## config.mk

```make
export PLATFORM = sky130hd
export DESIGN_NAME = bcd_excess3
export DESIGN_NICKNAME = d
export VERILOG_FILES = /design/src/rtl/bcd_excess3_pkg.sv /design/src/rtl/bcd_excess3_digit.sv /design/src/rtl/bcd_excess3.sv
export SDC_FILE = /design/constraint.sdc
export NUM_CORES = 1
export LEC_CHECK = 0
export BUFFER_PORTS_ARGS = -buffer_cell sky130_fd_sc_hd__buf_2
export CORE_AREA = 2 2 39 41
export CTS_BUF_LIST = sky130_fd_sc_hd__clkbuf_4
export CTS_CLUSTER_DIAMETER = 60
export CTS_CLUSTER_SIZE = 25
export DETAILED_ROUTE_END_ITERATION = 7
export DIE_AREA = 0 0 41 43
export HOLD_SLACK_MARGIN = 0.05
export PLACE_DENSITY = 0.38
export SLEW_MARGIN = 20
export SYNTH_ARGS = -nofsm -noshare
export SYNTH_HDL_FRONTEND = slang
export SYNTH_SLANG_ARGS = --single-unit
```

## constraint.sdc

```tcl
create_clock -name clk -period 0.8 [get_ports clk]
set_input_delay 0.2 -clock clk [delete_from_list [all_inputs] [get_ports clk]]
set_output_delay 0.2 -clock clk [all_outputs]
set_load 0.03 [all_outputs]
```

## src/rtl/bcd_excess3_pkg.sv

```systemverilog
// Shared types and constants for the BCD-to-Excess-3 converter.
package bcd_excess3_pkg;

    typedef logic [3:0] bcd_digit_t;

    localparam bcd_digit_t EXCESS3_OFFSET = 4'd3;
    localparam bcd_digit_t BCD_MAX        = 4'd9;

endpackage

```

## src/rtl/bcd_excess3_digit.sv

```systemverilog
// Combinational single-digit BCD to Excess-3 conversion with invalid-digit flag.
module bcd_excess3_digit
    import bcd_excess3_pkg::*;
(
    input  logic [3:0] bcd,
    output logic [3:0] code,
    output logic       invalid
);

    bcd_digit_t bcd_digit;

    assign bcd_digit = bcd;

    // Sum is kept to 4 bits so codes for 13..15 wrap to 0..2.
    assign code    = bcd_digit + EXCESS3_OFFSET;
    assign invalid = (bcd_digit > BCD_MAX);

endmodule

```

## src/rtl/bcd_excess3.sv

```systemverilog
// Registered multi-digit BCD to Excess-3 converter with per-digit error flags.
// Optional BCD_EXCESS3_STICKY_ERR_EN makes err bits hold until reset.
module bcd_excess3
    import bcd_excess3_pkg::*;
#(
    parameter int DIGITS = 1
) (
    input  logic                  clk,
    input  logic                  rst_n,
    input  logic [4*DIGITS-1:0]   a,
    output logic [4*DIGITS-1:0]   y,
    output logic [DIGITS-1:0]     err
);

    logic [4*DIGITS-1:0] code_next;
    logic [DIGITS-1:0]   invalid_next;

    genvar k;
    generate
        for (k = 0; k < DIGITS; k++) begin : g_digit
            bcd_excess3_digit u_digit (
                .bcd     (a[4*k +: 4]),
                .code    (code_next[4*k +: 4]),
                .invalid (invalid_next[k])
            );
        end
    endgenerate

    always_ff @(posedge clk or negedge rst_n) begin
        if (!rst_n) begin
            y   <= '0;
            err <= '0;
        end else begin
            y <= code_next;
`ifdef BCD_EXCESS3_STICKY_ERR_EN
            err <= err | invalid_next;
`else
            err <= invalid_next;
`endif
        end
    end

endmodule

```

==> impl_results.md <==
* Setup ws final at -141 ps
* Clock buffer depth at 2
* Slowest CP cell: dfrtp_1
* CP top delay family: flip-flops
* Status: finished with violations
* Top Metal Used: met3
* FF+latch count, synth at 5
* DRC violations left at 0
* Post-layout minimum cycle time at between 900 and 1000 ps
* Metal3 WL at between 50 and 60 um
* Post-DRT Antenna Nets at 0
* Final setup TNS at -668 ps
* Clk sink count at 5
* Synth area leader: dfrtp_1
* Cell-by-cell listing of the critical path: buf_6
* Hold Fails Final Rpt at 0
* # rows at 14
* Startpoint types: flip-flop
* Die ar. at between 1500 and 2000 sq um
* Synthesized Nets at 23
* Die Y at between 40 and 50 um
* First-pass GRT wire length at just over 600 um
* Largest net degree at the start of global routing at 6
* Worst-path clk slew at around 40 ps
* Ratio of cells with drive above 1 in the final layout at between 50 and 60%
* WHS Endpoint: y[3]$_DFF_PN0_
* Worst Hold Slack at ~180 ps
* PD cells at roughly 2100 nW/um^2
* GRT Util Overall at under 10%
* Max Cap Viol at 0
* Buffer count from post-CTS setup fixing at 0
* Failing checks: negative setup slack
* Starting DRT DRC Count at 1
* Synth cell count leaders: dfrtp_1, inv_1, ha_1, xnor2_1
* H-tree depth at 1
* Critical Path End Type: output port
* Top-area cell type share of the netlist area at ~63%
* Core area at roughly 1400 sq um
* Syn Std Cell Area at 199 sq um
* Multi-input logic area at 62.6 sq um
* Placed cells at 44
* CTS tree: done
* Wl on met1 at between 100 and 150 um
* Hpwl dp at about 310 um
* Fin cells at a little under 50
* RSZ-0062 raised after global routing: true
* N_diodes at 0
* WL met2 at ~170 um
* Port bufs at 10
* Slew margin rel. at between 90% and 100%
* Number of global-route vias before repair at about 180
* Die width at 41 um
* I/O Pins at 11
* VDD IR-drop max at between 0.0003 and 0.0004 V
* Area Overhead vs Synth at 82.4%
* CTS Buf Count at 3
* Post-synthesis sequential area ratio at a little over three fifths
* Synth Flop Type: dfrtp_1
* Netlist cell types at 7
* Worst path depth at 1
* Worst Tran Pin Value at 130 ps
* Max incr delay on CP at approximately 370 ps
* Wire per inst at approximately 7.6 um
* Final worst path period share at 118%
* Synth Warn # at 0
* Initial Util at approximately 14%
* Overflow after GRT at 0
* Hold path start: a[3]
* DR vias at between 150 and 200
* Top-count cell post-synth: dfrtp_1
* WHS Path Cells at 2
* Pleak at between 0.15 and 0.2 nW
* CP Class: reg -> out
* Async SR Flop Fraction at 100%
* Register area at between 100 and 150 sq um
* Area contributors post-synth: dfrtp_1, ha_1, xnor2_1, inv_1, o21ai_2
* Crit-path max FO at 1
* Initial antenna violation count at 0
* Fillers at between 150 and 200
* Syn Inst Count at 15
* WP data required at approximately 600 ps
* F_max at 1.06 GHz
* EDFF count, synth at 0
* Hold Crit Class: in -> reg
* Placer congestion estimate at a little under 0.6
* WP buf/inv at 1
* DRT Pass-1 Iters at 2
* Final #Nets at 42
* Vias per Instance at about 3.3
* Arr. time, crit path at between 700 and 800 ps
* Final setup violation count at 5
* Root buffer cell: clkbuf_4
* Total wire length at between 300 and 400 um
* Synth Area per Inst at 13.3 sq um
* Pins Over Slew Limit at 0
[cells by family after synthesis]
family                   Yosys count  synth area share [%]
AND/OR/NAND/NOR                    1                  1.88
flip-flops                         5                  62.9
AO/OA/AOI/OAI                      2                  8.18
adder cells (fa/ha/maj)            2                  12.6
XOR/XNOR                           2                  8.81
buffers and inverters              3                  5.66
[what timing repair did]
item | in CTS | in global routing
hold buffers | 1 | 0
setup endpoints to repair | 5 | 5
endpoints found under the hold margin | 5 | 0
resized for setup | 10 | 0
[flip-flops by register name, indices dropped and copies added (netlist names)]
register,flops
y,4
err,1
[per-layer routing]
metal	up-vias	track usage (%)
met4	0	8.00
met1	69	5.52
met3	0	1.57
met5	-	0
met2	11	7.81
li1	81	-
[per-stage QoR]
stage,utilization (%),setup slack [ps],total power (W),instance area [sq um]
floorplan,-,75.5,0.000358,199
global placement,21.1,-77.9,0.000415,292
detailed placement,21.1,-114,0.000419,292
CTS,26.2,-151,0.000778,363
global route,26.2,-169,0.000810,363
finish,26.2,-141,0.000761,363
[area by class of cell]
cell class,count,share of cell area [%]
timing repair buffer,14,31.4
sequential,5,34.5
clock buffer,4,8.28
multi-input combinational,7,17.2
inverter,3,3.10
tap,16,5.52
[worst max-delay path by stage]
stage                       start       endpoint  slack (ps)
floorplan                    a[1]  err$_DFF_PN0_          80
global placement             a[0]  err$_DFF_PN0_         -80
detailed placement           a[0]  err$_DFF_PN0_        -110
CTS                 err$_DFF_PN0_            err        -150
global route        err$_DFF_PN0_            err        -170
finish              err$_DFF_PN0_            err        -140
[power breakdown]
part | total, W | internal [W] | switching (W) | leakage (nW)
logic | 0.000164 | 0.0000792 | 0.0000851 | 0.110
clock network | 0.000311 | 0.000221 | 0.0000893 | 0.0184
registers | 0.000286 | 0.000276 | 0.00000950 | 0.0588
total | 0.000761 | 0.000577 | 0.000184 | 0.187
[cells in the final DEF (no fill, tap or decap), drive strengths merged]
cell type	synthesis	layout
buf	0	13
clkbuf	0	4
dfrtp	5	5
dlygate4sd3	0	1
ha	2	2
inv	3	3
nor2	1	1
o21a	1	1
o21ai	1	1
xnor2	2	2
Power figures use the tool's default switching activity.
